--- src/rtl/bg_theme_controller_if.sv ---
// Frame-timing, level-select and flash-handshake bundle between the frame
// sequencer (master) and bg_theme_controller (slave).
interface bg_theme_controller_if;
    logic       startOfFrame;
    logic [2:0] levelNum;
    logic       levelLoad;
    logic       flashReq;
    logic       flashAck;
    logic       busy;
    logic [7:0] borderRGB;
    logic [7:0] fillRGB;

    modport master (
        output startOfFrame, levelNum, levelLoad, flashReq,
        input  flashAck, busy, borderRGB, fillRGB
    );

    modport slave (
        input  startOfFrame, levelNum, levelLoad, flashReq,
        output flashAck, busy, borderRGB, fillRGB
    );
endinterface

--- src/rtl/bg_theme_controller.sv ---
// Background theme controller: frame-aligned level palette plus an optional
// white flash sequencer, compiled in only when BG_FLASH_EN is defined.
//
// state     | meaning
// IDLE      | no flash pending; a flashReq is acknowledged and arms a flash
// ARMED     | flash accepted, waiting for the next frame start
// FLASH_ON  | border and fill forced white for FLASH_FRAMES frames
// FLASH_OFF | level palette shown for FLASH_FRAMES frames, then next toggle
module bg_theme_controller #(
    parameter int FLASH_FRAMES  = 8,
    parameter int FLASH_TOGGLES = 3
) (
    input  logic                   clk,
    input  logic                   resetN,
    bg_theme_controller_if.slave   bus
);

    localparam logic [7:0] BORDER_NORMAL = 8'hFC;
    localparam logic [7:0] FLASH_WHITE   = 8'hFF;
    localparam logic [7:0] FILL_RESET    = 8'h03;

    function automatic logic [7:0] palette(input logic [2:0] lvl);
        logic [7:0] rgb;
        case (lvl)
            3'd0:    rgb = 8'h03;
            3'd1:    rgb = 8'h58;
            3'd2:    rgb = 8'hE0;
            3'd3:    rgb = 8'h1C;
            3'd4:    rgb = 8'hA2;
            3'd5:    rgb = 8'h4B;
            3'd6:    rgb = 8'h90;
            default: rgb = 8'h6D;
        endcase
        return rgb;
    endfunction

    logic [2:0] pend_level_q, pend_level_d;
    logic       pend_valid_q, pend_valid_d;
    logic [2:0] act_level_q,  act_level_d;
    logic [7:0] border_q,     border_d;
    logic [7:0] fill_q,       fill_d;
    logic       flash_white_d;

    // A coincident load is captured after the old pending value is applied.
    always_comb begin
        pend_level_d = pend_level_q;
        pend_valid_d = pend_valid_q;
        act_level_d  = act_level_q;
        if (bus.startOfFrame && pend_valid_q) begin
            act_level_d  = pend_level_q;
            pend_valid_d = 1'b0;
        end
        if (bus.levelLoad) begin
            pend_level_d = bus.levelNum;
            pend_valid_d = 1'b1;
        end
    end

    always_comb begin
        border_d = border_q;
        fill_d   = fill_q;
        if (bus.startOfFrame) begin
            if (flash_white_d) begin
                border_d = FLASH_WHITE;
                fill_d   = FLASH_WHITE;
            end else begin
                border_d = BORDER_NORMAL;
                fill_d   = palette(act_level_d);
            end
        end
    end

    always_ff @(posedge clk or negedge resetN) begin
        if (!resetN) begin
            pend_level_q <= 3'd0;
            pend_valid_q <= 1'b0;
            act_level_q  <= 3'd0;
            border_q     <= BORDER_NORMAL;
            fill_q       <= FILL_RESET;
        end else begin
            pend_level_q <= pend_level_d;
            pend_valid_q <= pend_valid_d;
            act_level_q  <= act_level_d;
            border_q     <= border_d;
            fill_q       <= fill_d;
        end
    end

    assign bus.borderRGB = border_q;
    assign bus.fillRGB   = fill_q;

`ifdef BG_FLASH_EN
    typedef enum logic [1:0] {
        IDLE      = 2'd0,
        ARMED     = 2'd1,
        FLASH_ON  = 2'd2,
        FLASH_OFF = 2'd3
    } state_t;

    localparam logic [7:0] FRAME_LIM  = 8'(FLASH_FRAMES);
    localparam logic [3:0] TOGGLE_LIM = 4'(FLASH_TOGGLES);

    state_t     state_q,  state_d;
    logic [7:0] frame_q,  frame_d;
    logic [3:0] toggle_q, toggle_d;
    logic       ack_q,    ack_d;

    always_comb begin
        state_d  = state_q;
        frame_d  = frame_q;
        toggle_d = toggle_q;
        ack_d    = 1'b0;
        case (state_q)
            IDLE: begin
                if (bus.flashReq) begin
                    ack_d   = 1'b1;
                    state_d = ARMED;
                end
            end
            ARMED: begin
                if (bus.startOfFrame) begin
                    state_d = FLASH_ON;
                    frame_d = 8'd0;
                end
            end
            FLASH_ON: begin
                if (bus.startOfFrame) begin
                    if (frame_q + 8'd1 == FRAME_LIM) begin
                        state_d = FLASH_OFF;
                        frame_d = 8'd0;
                    end else begin
                        frame_d = frame_q + 8'd1;
                    end
                end
            end
            FLASH_OFF: begin
                if (bus.startOfFrame) begin
                    if (frame_q + 8'd1 == FRAME_LIM) begin
                        frame_d = 8'd0;
                        if (toggle_q + 4'd1 == TOGGLE_LIM) begin
                            toggle_d = 4'd0;
                            state_d  = IDLE;
                        end else begin
                            toggle_d = toggle_q + 4'd1;
                            state_d  = FLASH_ON;
                        end
                    end else begin
                        frame_d = frame_q + 8'd1;
                    end
                end
            end
            default: state_d = IDLE;
        endcase
    end

    assign flash_white_d = (state_d == FLASH_ON);

    always_ff @(posedge clk or negedge resetN) begin
        if (!resetN) begin
            state_q  <= IDLE;
            frame_q  <= 8'd0;
            toggle_q <= 4'd0;
            ack_q    <= 1'b0;
        end else begin
            state_q  <= state_d;
            frame_q  <= frame_d;
            toggle_q <= toggle_d;
            ack_q    <= ack_d;
        end
    end

    assign bus.flashAck = ack_q;
    assign bus.busy     = (state_q != IDLE);
`else
    logic unused_flash_req;
    assign unused_flash_req = bus.flashReq;
    assign flash_white_d    = 1'b0;
    assign bus.flashAck     = 1'b0;
    assign bus.busy         = 1'b0;
`endif

endmodule

--- src/flat_wrapper.sv ---
// flat-port wrapper written by rule: the top's interface ports become plain ports
module bg_theme_controller_flat 
#(
    parameter int FLASH_FRAMES  = 8,
    parameter int FLASH_TOGGLES = 3
)
  (clk, resetN, bus_startOfFrame, bus_levelNum, bus_levelLoad, bus_flashReq, bus_flashAck, bus_busy, bus_borderRGB, bus_fillRGB);
  bg_theme_controller_if bus_i ();
  input  logic clk;
  input  logic resetN;
  input wire logic [$bits(bus_i.startOfFrame)-1:0] bus_startOfFrame;
  input wire logic [$bits(bus_i.levelNum)-1:0] bus_levelNum;
  input wire logic [$bits(bus_i.levelLoad)-1:0] bus_levelLoad;
  input wire logic [$bits(bus_i.flashReq)-1:0] bus_flashReq;
  output wire logic [$bits(bus_i.flashAck)-1:0] bus_flashAck;
  output wire logic [$bits(bus_i.busy)-1:0] bus_busy;
  output wire logic [$bits(bus_i.borderRGB)-1:0] bus_borderRGB;
  output wire logic [$bits(bus_i.fillRGB)-1:0] bus_fillRGB;
  assign bus_i.startOfFrame = bus_startOfFrame;
  assign bus_i.levelNum = bus_levelNum;
  assign bus_i.levelLoad = bus_levelLoad;
  assign bus_i.flashReq = bus_flashReq;
  assign bus_flashAck = bus_i.flashAck;
  assign bus_busy = bus_i.busy;
  assign bus_borderRGB = bus_i.borderRGB;
  assign bus_fillRGB = bus_i.fillRGB;
  bg_theme_controller #(.FLASH_FRAMES(FLASH_FRAMES), .FLASH_TOGGLES(FLASH_TOGGLES)) u_core (.clk(clk), .resetN(resetN), .bus(bus_i));
endmodule
--- config.mk ---
export PLATFORM = sky130hd
export DESIGN_NAME = bg_theme_controller_flat
export DESIGN_NICKNAME = d
export VERILOG_FILES = /design/src/rtl/bg_theme_controller_if.sv /design/src/rtl/bg_theme_controller.sv /design/src/flat_wrapper.sv
export SDC_FILE = /design/constraint.sdc
export NUM_CORES = 1
export LEC_CHECK = 0
export ABC_AREA = 1
export CORE_MARGIN = 5
export CORE_UTILIZATION = 39
export CTS_CLUSTER_SIZE = 20
export DETAILED_ROUTE_END_ITERATION = 12
export PLACE_DENSITY = 0.82
export SLEW_MARGIN = 20
export SYNTH_ARGS = -nofsm -noshare
export SYNTH_HDL_FRONTEND = slang
export SYNTH_SLANG_ARGS = --single-unit
--- constraint.sdc ---
create_clock -name clk -period 1.1 [get_ports clk]
set_input_delay 0.165 -clock clk [delete_from_list [all_inputs] [get_ports clk]]
set_output_delay 0.165 -clock clk [all_outputs]
set_load 0.02 [all_outputs]
Word-level counts from Yosys, hierarchy flattened. Cells that the tools add are included.

Eq/ne operators: 6. Mux-type cells: 4. Reduce and logical (&&, ||, !) cells: 3.

Operators by type and width (count): one-hot mux 8 bit (7 select lines) (1); equality test 3 bit (second input constant) (3); equality test 3 x 2 -> 1 bit (second input constant) (2); equality test 3 x 1 -> 1 bit (second input constant) (1); logical NOT 3 bit (1); two-way mux 3 bit (1); two-way mux 1 bit (2); nonzero test 2 bit (1); logical AND 1 bit (1).

Flip-flop bits (word level): 15. Input port bits: 8. Output and inout port bits: 18. Word-level logic and storage cells: 17.

Longest topological paths before layout. Gate-level depths: netlist (run 1).

Depth in word-level cells: 4. Mapped depth: 7. Mapped depth without buffers: 7.

Worst setup path before layout (run 1). Ideal clock, no wire load.

Kind: flip-flop to flip-flop. From: reg u_core.pend_valid_q. To: reg u_core.fill_q[5] (netlist: u_core.bus.fillRGB[5]). Setup time: 0.120 ns. Arrival: 0.912 ns. Data required time: 0.980 ns. Setup slack: 0.068 ns. Cell stages (with the launch flop): 7. Path buffers: 0. Cell sequence: dfrtp_1 > nand2_2 > nand2_1 > nand2_2 > nor2_1 > a21boi_1 > nand2_1.

Longest elaborated chain between the ends: 4. Elaborated cells between the ends (all ways): 10. Classes of those cells: eq/ne: 6; mux: 2; reduce/logical: 2.

Ends and longest elaborated chain: from (decl) (line bg_theme_controller.sv:38) `logic pend_valid_q, pend_valid_d;`; from (signal assigned) (line bg_theme_controller.sv:82) `pend_valid_q <= pend_valid_d;`; logical AND 1 bit (*) (line bg_theme_controller.sv:49) `if (bus.startOfFrame && pend_valid_q) begin`; two-way mux 3 bit (*) (line bg_theme_controller.sv:49); named net u_core.act_level_d[1] (line bg_theme_controller.sv:39) `logic [2:0] act_level_q, act_level_d;`; equality test 3 bit (tied with other cells) (line bg_theme_controller.sv:24) `case (lvl)`; one-hot mux 8 bit (7 select lines) (*) (line bg_theme_controller.sv:24); to (signal assigned) (line bg_theme_controller.sv:85) `fill_q <= fill_d;`; to (decl) (line bg_theme_controller.sv:41) `logic [7:0] fill_q, fill_d;`.

The timed path passes the listed nets; every way through them passes the cells marked *. A chain may end at the register's enable or synchronous reset.

Final worst setup path (run 1).
From: reg u_core.fill_q[1] (netlist: u_core.bus.fillRGB[1]). To: out bus_fillRGB[1].

RTL lines: to (decl) (line flat_wrapper.sv:18) `output wire logic [$bits(bus_i.fillRGB)-1:0] bus_fillRGB;`.

No word-level cell between the ends.

==> summary.md, run 1 <==
| Metric | Value |
|---|---|
| Ys flop type | dfrtp_1 |
| Clock sink count | 15 |
| F_max | 902 MHz |
| Post-route cell area | 981 sq um |
| TritonCTS buffer count | 3 |
| Critical path, cell by cell | buf_6 |
| Drt first pass iters | 4 |
| Vias in the first global route | 614 |
| Top-area cell type share of the netlist area | 42.3% |
| Synthesized flop and latch total | 15 |
| Setup ws final | -9.03 ps |
| Number of max-cap violations | 0 |
| Iter 0 DRT Violations | 8 |
| PortBufs | 14 |
| Maximum clock path buffer count | 2 |
| Die area | 2960 sq um |
| Worst Clk Skew | 8.36 ps |
| Final hold viol count | 0 |
| Nets@finish | 121 |
| Critical Path Sink Type | output pin |
| Final min period | 1110 ps |
| Failing checks | negative setup slack |
| Max stage delay on crit path | 550 ps |
| DRC errors left | 0 |
| Sequential Power Share | 46.8% |
| Max stage delay cell, worst path | dfstp_2 |
| # setup viols final | 3 |
| Crit-path max FO | 2 |
| Total Routed Length | 1510 microns |
| RSZ-0062 raised after global routing | true |
| Critical Path AT | 940 ps |
| First-pass GRT wire length | 2470 microns |
| Die Wd | 54.4 microns |
| Critical Path RT | 940 ps |
| Layout Cells excl Fill | 139 |
| Layout area overhead | 27.7% |
| CTS tree | yes |
| Combinational Power Share | 32.4% |
| DRT antenna net count | 0 |
| CP Buf/Inv Count | 1 |
| Top cells by area, synth | dfrtp_1 42%, nand2_1 15%, buf_4 9.8%, dfstp_2 6.8%, nand2_2 4.9% |
| Clk pwr share | 20.8% |
| RePlAce Congestion | 0.901 |
| Register area share after synthesis | 49.2% |
| Share of cells above drive strength 1 | 34.8% |
| Clk slew on worst S/H paths | 90 ps |
| Most common cell in the netlist | nand2_1 |
| Worst Setup Start Kind | flip-flop |
| Synth warnings | 0 |
| Power Dens Cells | 1520 nW/um^2 |
| Cell Area, Placed | 918 sq um |
| Ant. Diodes | 0 |
| H-tree depth | 1 |
| Hold crit path type | primary input to asynchronous set/reset pin |
| P_leak | 0.521 nW |
| Synth Instances | 91 |
| Avg Cell Area, Syn | 8.44 sq um |
| Initial Util | 40.0% |
| Post-synth top cells | 30 x nand2_1, 13 x dfrtp_1, 10 x buf_4 |
| Clk Latency, worst-skew pair | 280 ps |
| Die Ht | 54.4 microns |
| CP delay by family, top | flip-flops |
| Number of synthesized flops with an enable pin | 0 |
| Sw frac | 34.9% |
| Largest net degree at the start of global routing | 16 |
| Total gr overflow | 0 |
| DP HPWL | 1130 microns |
| Initial antenna violation count | 0 |
| Final period util | 101% |
| Number of instances in the placed design | 133 |
| Per-cell routed wire length | 10.8 microns |
| P_sw | 0.000521 W |
| Peak VDD IR | 0.000747 V |
| Crit Path Category | flip-flop to output pin |
| Max Slew Vio Count | 0 |
| Core region area | 1920 sq um |
| Row count | 16 |
| Clock Root Buffer | clkbuf_4 |
| Via density | 4.31 |
| Final core utilization | 51.0% |
| Post-place setup slack | -397 ps |
| Vias | 599 |
| Share of synthesized flip-flops with an asynchronous set or reset | 100% |
| Distinct cells, synth | 17 |
| Cell taking the most area after synthesis | dfrtp_1 |
| Cell Area, Synth | 768 sq um |
| Top Ports | 26 |
| Status | finished, violations left |
| P_int | 0.000970 W |
| GRT Total Usage | 11.7% |
-- power by group through the flow --
| stage | registers (W) | clock network, W | logic, W |
|---|---|---|---|
| 4_1_cts | 0.000699 | 0.000325 | 0.000493 |
| 3_3_place_gp | 0.000701 | 0 | 0.000461 |
| 3_5_place_dp | 0.000704 | 0 | 0.000473 |
| 5_1_grt | 0.000711 | 0.000356 | 0.000529 |
| 2_1_floorplan | 0.000769 | 0 | 0.000236 |
| 6_report | 0.000698 | 0.000310 | 0.000483 |
-- metrics by stage --
step                setup TNS (ps)  hold WS (ps)  power [W]
floorplan                        0          -131    0.00101
global placement             -3220           456    0.00116
detailed placement           -3740           456    0.00118
CTS                          -47.8           187    0.00152
global route                  -383           200    0.00160
finish                       -14.2           183    0.00149
-- registers in the layout (all words and copies together), names as in the netlist --
signal and flops:
u_core.act_level_q 3, u_core.pend_level_q 3, u_core.pend_valid_q 1, u_core.bus.fillRGB 8
-- what timing repair did --
| item | 4_1_cts | 5_1_grt |
|---|---|---|
| pin swaps | 5 | 4 |
| buffers inserted | 2 | 0 |
| hold buffers | 0 | 0 |
| cloned | 0 | 0 |
| resized for setup | 40 | 13 |
| setup endpoints to repair | 15 | 15 |
-- worst paths after layout --
| check | from | to | slack, ps | cells past startpoint |
|---|---|---|---|---|
| setup / recovery | u_core.bus.fillRGB[1] | bus_fillRGB[1] | -9 | 1 |
| hold / removal | resetN | u_core.bus.fillRGB[2] | 180 | 2 |
| setup reg to reg | u_core.pend_valid_q | u_core.bus.fillRGB[5] | 0 | 6 |
| hold reg to reg | u_core.bus.fillRGB[0] | u_core.bus.fillRGB[0] | 480 | 2 |
| max in group asynchronous | resetN | u_core.bus.fillRGB[0] | 680 | 2 |
| min in group clk | bus_levelNum[1] | u_core.pend_level_q[1] | 420 | 3 |
-- metal layers --
metal	global-route usage [%]	part of all wire [%]	vias to the layer above
met4	8.30	3.1	0
met3	1.63	3.8	4
met5	0	0	-
met2	20.1	53	23
met1	13.2	40	266
li1	-	-	306
-- final cells by class --
type / count / area, sq um
clock buffers: 4 / 26.3
fillers: 179 / 941
inverters: 7 / 26.3
multi-input cells: 65 / 348
flip-flops and latches: 15 / 379
well taps: 27 / 33.8
repair buffers: 21 / 168
-- cells in the final DEF, fill, tap and decap left out --
| master | synthesis | final |
|---|---|---|
| o21ai_0 | 5 | 4 |
| conb_1 | 2 | 10 |
| inv_2 | 0 | 1 |
| inv_1 | 7 | 6 |
| a21boi_1 | 2 | 2 |
| clkdlybuf4s50_1 | 0 | 5 |
| o21ai_1 | 0 | 1 |
| dfstp_2 | 2 | 2 |
| nand3_1 | 5 | 3 |
| clkbuf_1 | 0 | 1 |
| dfrtp_1 | 13 | 12 |
| buf_4 | 10 | 6 |
| nand2_2 | 6 | 7 |
| nand2_1 | 30 | 25 |
| dfrtp_2 | 0 | 1 |
| nand3_2 | 1 | 3 |
| buf_2 | 1 | 6 |
| nand2_4 | 1 | 5 |
| nor2_2 | 0 | 1 |
| nor2_1 | 2 | 1 |
| buf_6 | 1 | 3 |
| o21ai_2 | 1 | 1 |
| dlygate4sd2_1 | 0 | 1 |
| clkbuf_4 | 0 | 3 |
| nand4_1 | 2 | 2 |
-- logic make-up (layout without fill, tap and decap cells) --
kind of cell / after synthesis / in the layout / share of synthesized area [%]
DFF: 15 / 15 / 49.2
buffers and inverters: 19 / 32 / 15.3
and+or+nand+nor: 47 / 47 / 28.2
AOI/OAI and AO/OA: 8 / 8 / 6.35
other: 2 / 10 / 0.978
No activity file was read; power rests on OpenSTA's default activity.
==> run 2, diff against run 1 <==
--- a/config.mk
+++ b/config.mk
@@ -7,10 +7,11 @@
 export LEC_CHECK = 0
 export ABC_AREA = 1
 export CORE_MARGIN = 5
-export CORE_UTILIZATION = 39
+export CORE_UTILIZATION = 50
 export CTS_CLUSTER_SIZE = 20
 export DETAILED_ROUTE_END_ITERATION = 12
-export PLACE_DENSITY = 0.82
+export DONT_BUFFER_PORTS = 1
+export PLACE_DENSITY = 0.77
 export SLEW_MARGIN = 20
 export SYNTH_ARGS = -nofsm -noshare
 export SYNTH_HDL_FRONTEND = slang
==> summary.md, run 2 (same netlist as run 1, synthesis figures left out) <==
| Metric | Value |
|---|---|
| Vias in the first global route | 509 |
| Post-route cell area | 903 sq um |
| Final period util | 104% |
| Relative slew margins | 55.3% |
| Total gr overflow | 0 |
| Share of cells above drive strength 1 | 29.4% |
| Clock sink count | 15 |
| P_sw | 0.000519 W |
| TritonCTS buffer count | 3 |
| Die Ht | 49.2 microns |
| First-pass GRT wire length | 2390 microns |
| Final hold viol count | 0 |
| Max Slew Vio Count | 0 |
| Core region area | 1490 sq um |
| H-tree depth | 1 |
| Clk Latency, worst-skew pair | 280 ps |
| DP HPWL | 1010 microns |
| Combinational Power Share | 26.7% |
| Initial antenna violation count | 0 |
| F_max | 871 MHz |
| GRT Total Usage | 12.7% |
| Failing checks | negative setup slack |
| Worst Setup SP | u_core.pend_valid_q |
| Ant. Diodes | 0 |
| Initial Util | 51.6% |
| Sw frac | 35.6% |
| Maximum clock path buffer count | 2 |
| Number of max-cap violations | 0 |
| Commonest non-fill, non-tap cell in the layout | nand2_1 |
| Setup ws final | -47.6 ps |
| Critical Path RT | 1270 ps |
| Drt first pass iters | 4 |
| DRC errors left | 0 |
| CP endpoint | u_core.bus.fillRGB[6] |
| Status | finished, violations left |
| Max reg flops | 8 |
| Critical Path Sink Type | flip-flop |
| RePlAce Congestion | 0.715 |
| Worst Clk Skew | 1.48 ps |
| Crit-path max FO | 6 |
| Post-place setup slack | -62.1 ps |
| Die area | 2420 sq um |
| Peak VDD IR | 0.00108 V |
| Layout area overhead | 17.6% |
| RR Startpoint | u_core.pend_valid_q |
| Final setup TNS | -52.2 ps |
| Worst Setup Start Kind | flip-flop |
| # setup viols final | 2 |
| Hold crit path type | primary input to flip-flop |
| Nets@finish | 111 |
| Final min period | 1150 ps |
| Vias | 599 |
| Per-cell routed wire length | 13.6 microns |
| Cell Area, Placed | 749 sq um |
| P_leak | 0.474 nW |
| Via density | 5.08 |
| Clock Root Buffer | clkbuf_4 |
| R2R setup slack | -50 ps |
| Critical Path AT | 1320 ps |
| Worst slew pin tran | 668 ps |
| Die Wd | 49.2 microns |
| Iter 0 DRT Violations | 27 |
| Total Routed Length | 1610 microns |
| Sequential Power Share | 51.5% |
| Top Ports | 26 |
| Row count | 14 |
| Largest net degree at the start of global routing | 16 |
| Clk slew on worst S/H paths | 90 ps |
| CTS tree | yes |
| RR Endpoint | u_core.bus.fillRGB[6] |
| Final core utilization | 60.7% |
| Clk pwr share | 21.8% |
| Commonest cells after routing, fill and taps aside | 25 x nand2_1, 12 x dfrtp_1, 10 x conb_1, 7 x nand2_2, 7 x inv_1 |
| Path depth of the worst reg2reg path | 5 |
| PortBufs | 0 |
| Power Dens Cells | 1610 nW/um^2 |
| Crit Path Category | flip-flop to flip-flop |
| DRT antenna net count | 0 |
| P_int | 0.000937 W |
| RSZ-0062 raised after global routing | true |
-- run 2: cell count changes in the layout (fill, tap and decap cells not counted), sizes merged --
cell and delta:
dlygate4sd3 +4, dlygate4sd2 -1, clkdlybuf4s50 -5, buf -8
-- run 2: final cells by class --
| class | instances | area, sq um |
|---|---|---|
| multi-input combinational | 65 | 355 |
| inverter | 7 | 26.3 |
| clock buffer | 4 | 26.3 |
| tap | 16 | 20.0 |
| sequential | 15 | 379 |
| fill | 114 | 586 |
| timing repair buffer | 11 | 96.3 |
-- run 2: per-stage QoR --
step	power (W)	hold slack (ps)	instances
after detailed placement	0.00105	-130	106
after floorplan	0.00101	-131	99
final	0.00146	1.77	118
after global routing	0.00155	-7.05	118
after CTS	0.00139	-7.31	114
after global placement	0.00103	-130	106
-- run 2: layer usage --
metal  global-route usage, %  up-vias  part of all wire, %
li1                        -      286                    -
met1                    16.2      283                   42
met2                    21.2       24                   50
met3                    2.75        6                  5.5
met4                    4.04        0                  1.8
met5                       0        -                    0
-- run 2: worst min-delay path by stage --
stage / slack (ps) / depth (start not counted) / start / endpoint
3_3_place_gp: -130 / 0 / resetN / u_core.pend_level_q[1]
2_1_floorplan: -130 / 0 / resetN / u_core.act_level_q[0]
3_5_place_dp: -130 / 0 / resetN / u_core.pend_level_q[1]
5_1_grt: -7 / 2 / bus_startOfFrame / u_core.bus.fillRGB[0]
4_1_cts: -7 / 2 / bus_startOfFrame / u_core.bus.fillRGB[0]
6_report: 2 / 2 / bus_startOfFrame / u_core.bus.fillRGB[0]
-- run 2: critical path, stage by stage, from the launching register on --
cell and delay, ps:
dfrtp_2 460, nand3_1 150, nand2_4 90, buf_4 140
a21boi_1 130, nand2_1 70
-- run 2: power by group through the flow --
stage	Sequential (W)	Clock [W]	Combinational, W
final	0.000749	0.000318	0.000388
after detailed placement	0.000759	0	0.000287
after global routing	0.000764	0.000358	0.000428
after CTS	0.000749	0.000324	0.000320
after global placement	0.000757	0	0.000278
after floorplan	0.000769	0	0.000236
-- run 2: timing repair --
action | CTS | global route
pin swaps | 4 | 7
resized for setup | 5 | 13
hold endpoints to repair | 21 | 1
setup buffers | 1 | 3
hold buffers | 3 | 1
setup endpoints to repair | 5 | 7
